--- src/rtl/vn_output_collector.sv ---
// Ordered FIFO collector for the edge adder's two VN output lanes: up to two
// pushes per cycle, first-word-fall-through drain, drop-and-flag on overflow.
module vn_output_collector #(
  parameter int DATA_TYPE = 32,
  parameter int DEPTH     = 8,
  parameter int ADDR_W    = 3
) (
  input  logic                   clk,
  input  logic                   rst,
  input  logic [2*DATA_TYPE-1:0] i_vn,
  input  logic [1:0]             i_vn_valid,
  output logic [DATA_TYPE-1:0]   o_data,
  output logic                   o_valid,
  input  logic                   i_ready,
  output logic [ADDR_W:0]        o_count,
  output logic                   o_almost_full,
  output logic                   o_overflow,
  output logic [7:0]             o_drop_cnt
);

  localparam int CNT_W  = ADDR_W + 1;
  localparam int FREE_W = ADDR_W + 2;

  logic [DATA_TYPE-1:0] mem [DEPTH];
  logic [ADDR_W-1:0]    rd_ptr;
  logic [ADDR_W-1:0]    wr_ptr;
  logic [CNT_W-1:0]     count;
  logic [CNT_W-1:0]     count_next;

  logic                 pop;
  logic [1:0]           n_push;
  logic [FREE_W-1:0]    free;
  logic [1:0]           accept;
  logic [1:0]           drop;
  logic [8:0]           drop_sum;
  logic [DATA_TYPE-1:0] lane0;
  logic [DATA_TYPE-1:0] lane1;
  logic [DATA_TYPE-1:0] first_word;

  assign lane0 = i_vn[DATA_TYPE-1:0];
  assign lane1 = i_vn[2*DATA_TYPE-1:DATA_TYPE];

  assign o_data        = mem[rd_ptr];
  assign o_valid       = (count != '0);
  assign o_count       = count;
  assign o_almost_full = (count >= CNT_W'(DEPTH - 1));

  always_comb begin
    pop    = o_valid & i_ready;
    n_push = {1'b0, i_vn_valid[0]} + {1'b0, i_vn_valid[1]};
    // A same-cycle pop frees one slot for this cycle's push.
    free   = FREE_W'(DEPTH) - FREE_W'(count) + FREE_W'(pop);
    accept = (free >= FREE_W'(n_push)) ? n_push : free[1:0];
    drop   = n_push - accept;
    // Lane order: lane0 takes the first slot whenever it is valid.
    first_word = i_vn_valid[0] ? lane0 : lane1;
    count_next = count + CNT_W'(accept) - CNT_W'(pop);
    drop_sum   = 9'(o_drop_cnt) + 9'(drop);
  end

  // NOTE: storage has no reset; occupancy and pointers alone define validity.
  always_ff @(posedge clk) begin
    if (rst) begin
      if (accept != 2'd0) mem[wr_ptr] <= first_word;
      if (accept == 2'd2) mem[wr_ptr + ADDR_W'(1)] <= lane1;
    end
  end

  // NOTE: all state uses non-blocking assignments so every register sees
  // pre-edge values of its peers.
  always_ff @(posedge clk) begin
    if (!rst) begin
      rd_ptr     <= '0;
      wr_ptr     <= '0;
      count      <= '0;
      o_overflow <= 1'b0;
      o_drop_cnt <= '0;
    end else begin
      rd_ptr <= rd_ptr + ADDR_W'(pop);
      wr_ptr <= wr_ptr + ADDR_W'(accept);
      count  <= count_next;
      if (drop != 2'd0) o_overflow <= 1'b1;
      o_drop_cnt <= (drop_sum > 9'd255) ? 8'hFF : drop_sum[7:0];
    end
  end

endmodule

--- config.mk ---
export PLATFORM = sky130hd
export DESIGN_NAME = vn_output_collector
export DESIGN_NICKNAME = d
export VERILOG_FILES = /design/src/rtl/vn_output_collector.sv
export SDC_FILE = /design/constraint.sdc
export NUM_CORES = 1
export LEC_CHECK = 0
export ABC_AREA = 1
export CAP_MARGIN = 20
export CORE_ASPECT_RATIO = 0.6
export CORE_UTILIZATION = 64
export DETAILED_ROUTE_END_ITERATION = 12
export HOLD_SLACK_MARGIN = 0.1
export PLACE_DENSITY = 0.86
export SKIP_LAST_GASP = 1
export SYNTH_ARGS = -nofsm -noshare
export SYNTH_HDL_FRONTEND = slang
export SYNTH_SLANG_ARGS = --single-unit
--- constraint.sdc ---
create_clock -name clk -period 7.2 [get_ports clk]
set_input_delay 0.72 -clock clk [delete_from_list [all_inputs] [get_ports clk]]
set_output_delay 0.72 -clock clk [all_outputs]
set_load 0.1 [all_outputs]
==> results.md <==
* Via count at approximately 14000
* Site Rows at 43
* Drt wl/cell at around 21 um
* Max Slew Vio Count at 0
* CTS Buffer Depth at 3
* Worst-path clk slew at 60 ps
* Syn Std Cell Area at about 15000 sq um
* Syn avg cell area at between 8 and 9 sq um
* First-pass GRT wire length at slightly above 70000 um
* Postcts setup bufs at 0
* Grt met1 use at ~52%
* Die span in x at approximately 200 um
* Reg2Reg Setup Slack at 2210 ps
* Worst Setup End Kind: primary output
* CTS tree: yes
* Distinct cells, synth at 25
* Critical path launch point type: flop
* R2R Path Start: o_count[2]
* Total congestion overflow at 0
* Met3 Track Usage GR at under 10%
* Placer Congestion at 0.839
* DRC Markers at 0
* CTS buffer count at 26
* Syn Nets at 1945
* Clk sinks at ~280
* Initial antenna violation count at 0
* Detailed Routing Iterations Pass 1 at 6
* GRT Max-Usage Layer: met2
* Drt initial violations at between 2000 and 2500
* Slowest-stage cell, CP: clkdlybuf4s50_1
* Synth Warn # at 0
* Worst-path fanout max at slightly below 70
* Core box area at approximately 23000 sq um
* Post-CTS Hold Buffers at 0
* Worst vdd ir at approximately 430 uV
* Slew margin rel. at 25.4%
* Clock root buffer: clkbuf_16
* # resized after CTS at 0
* Setup-failing EPs final at 0
* H-tree Lvls at 1
* Final hold vios at 0
* DP Wirelength at between 20000 and 25000 um
* Status: finished, final reports clean
* WL final at between 40000 and 50000 um
* Reg2reg path depth at 19
* Async SR Flop Fraction at 0%
* Gr usage total at between 30% and 40%
* Worst-margin pin slew at about 1100 ps
* Critical path class: reg -> out
* I/O Buffers at approximately 120
* Register area at slightly above 8000 sq um
* Maximum clock rate at about 200 MHz
* Hold/Removal Path Class: reg -> reg
* Top FF cell, synth: edfxtp_1
* Hold path start: o_drop_cnt[7]
* Leakage at a little over 7 nW
* Mapped Cells at about 1900
* Pin count of the biggest net entering global routing at between 100 and 150
* Post-route ant nets at 0
* Clk_lat worst skew at approximately 540 ps
* Final period utilization at between 70% and 80%
* Pwr per Cell Area at slightly below 400 nW/um^2
* Vias per cell at 6.38
* Setup TNS at 0 ps
* Number of global-route vias before repair at about 13000
* FILL cells at 1668
* Register area share after synthesis at between 50% and 60%
* Critical path data required time at about 6500 ps
* Starting density of the core at around 66%
* Post-route clock skew at around 8 ps
* I/O pin cnt at approximately 120
* Multi-input logic area at 6360 sq um
* Highest cell delay on the worst timing path at 1200 ps
* Buf+Inv Stages, Crit Path at 3
* Critical path origin: rd_ptr[0]
* Layout cells sized above 1 at just over 6%
* Commonest non-fill, non-tap cell in the layout: nand2_1
* Die area at ~25000 sq um
* Worst path top cell family by delay: buffers and inverters
* Final worst hold slack at approximately 540 ps
* Fin cells at approximately 2200
* Critical R2R Capture: mem[1][24]
* Most frequent cells in the layout: 565 x nand2_1, 273 x nand3_1, 256 x edfxtp_1
* ANT cells at 0
* Syn-to-layout area delta at 12.7%
* Nets at just under 2000
* Worst hold endpoint: o_drop_cnt[7]
* Met2 usage at about 58%
* Max_cap viols at 0
* EDFF count, synth at about 260
* Unrepaired setup endpoints after global routing: no
* Chip Height at around 120 um
* Worst path cell trace: clkinv_2, buf_4, o21ai_0, o22ai_1, nor2_1, a31oi_1, clkdlybuf4s50_1
* WHS Path Cells at 1
* Number of synthesized register bits at 275
* WP data arrival at 4400 ps
* Post-route minimum period at 5120 ps
* DP Cell Count at between 2000 and 2500
[cell type report]
type | instances | area share, %
sequential | 275 | 46.7
multi-input combinational | 1368 | 36.8
timing repair buffer | 149 | 8.22
clock buffer | 33 | 4.04
tap | 315 | 2.28
inverter | 47 | 1.03
clock inverter | 14 | 0.948
[state kept, by name, summed over array words and instances, names as in the netlist]
name / flops
o_count: 4
wr_ptr: 3
rd_ptr: 3
o_overflow: 1
o_drop_cnt: 8
mem: 256
[logic make-up after synthesis]
logic type	Yosys count	share of synthesized area (%)
multiplexers	32	2.35
AO/OA/AOI/OAI	209	7.39
XOR/XNOR	7	0.400
adder cells (fa/ha/maj)	23	2.02
buffers and inverters	210	6.06
AND/OR/NAND/NOR	1097	29.2
flip-flops	275	52.6
[report_power, final]
part           internal [mW]  switching [mW]  total [mW]
logic                  0.730            2.53        3.26
registers               2.01          0.0966        2.11
clock network          0.826           0.602        1.43
total                   3.57            3.23        6.80
[cell usage after synthesis, types with 3 or more instances]
library cell / count / share of area, %
xor2_1: 3 / 0.17
buf_2: 41 / 1.3
fa_1: 3 / 0.39
nor2_1: 254 / 6.2
o22ai_1: 32 / 1.3
edfxtp_1: 256 / 50
mux2_2: 32 / 2.3
nand2_1: 565 / 14
buf_6: 12 / 0.88
buf_1: 8 / 0.20
dfxtp_1: 19 / 2.5
ha_1: 20 / 1.6
inv_1: 42 / 1.0
o21ai_0: 133 / 4.3
nand3_1: 273 / 8.9
xnor2_1: 4 / 0.23
clkbuf_1: 102 / 2.5
inv_2: 3 / 0.073
a21oi_1: 8 / 0.26
a31oi_1: 34 / 1.4
[stage by stage]
stage | setup slack (ps) | util, % | cell area (sq um) | power [mW]
global route | 1910 | 74.2 | 17300 | 7.05
global placement | 2080 | 70.4 | 16400 | 5.23
detailed placement | 1940 | 70.5 | 16400 | 5.32
finish | 2080 | 74.2 | 17300 | 6.80
CTS | 2180 | 74.2 | 17300 | 6.73
floorplan | 1580 | - | 15300 | 4.47
[per-layer routing]
metal | vias up | part of all wire [%] | routed length [um]
met4 | 0 | 3.0 | 1380
met2 | 1220 | 44 | 20200
met1 | 6408 | 36 | 16700
met5 | - | 0 | 0
li1 | 6287 | - | -
met3 | 135 | 17 | 7620
[worst max path at each step]
stage	to	slack [ps]	cells after the start
4_1_cts	o_data[22]	2180	7
2_1_floorplan	o_drop_cnt[5]	1580	28
5_1_grt	mem[2][19]	1910	19
6_report	o_data[22]	2080	7
3_3_place_gp	mem[3][19]	2080	17
3_5_place_dp	mem[1][15]	1940	17
No activity file was read; power rests on OpenSTA's default activity.
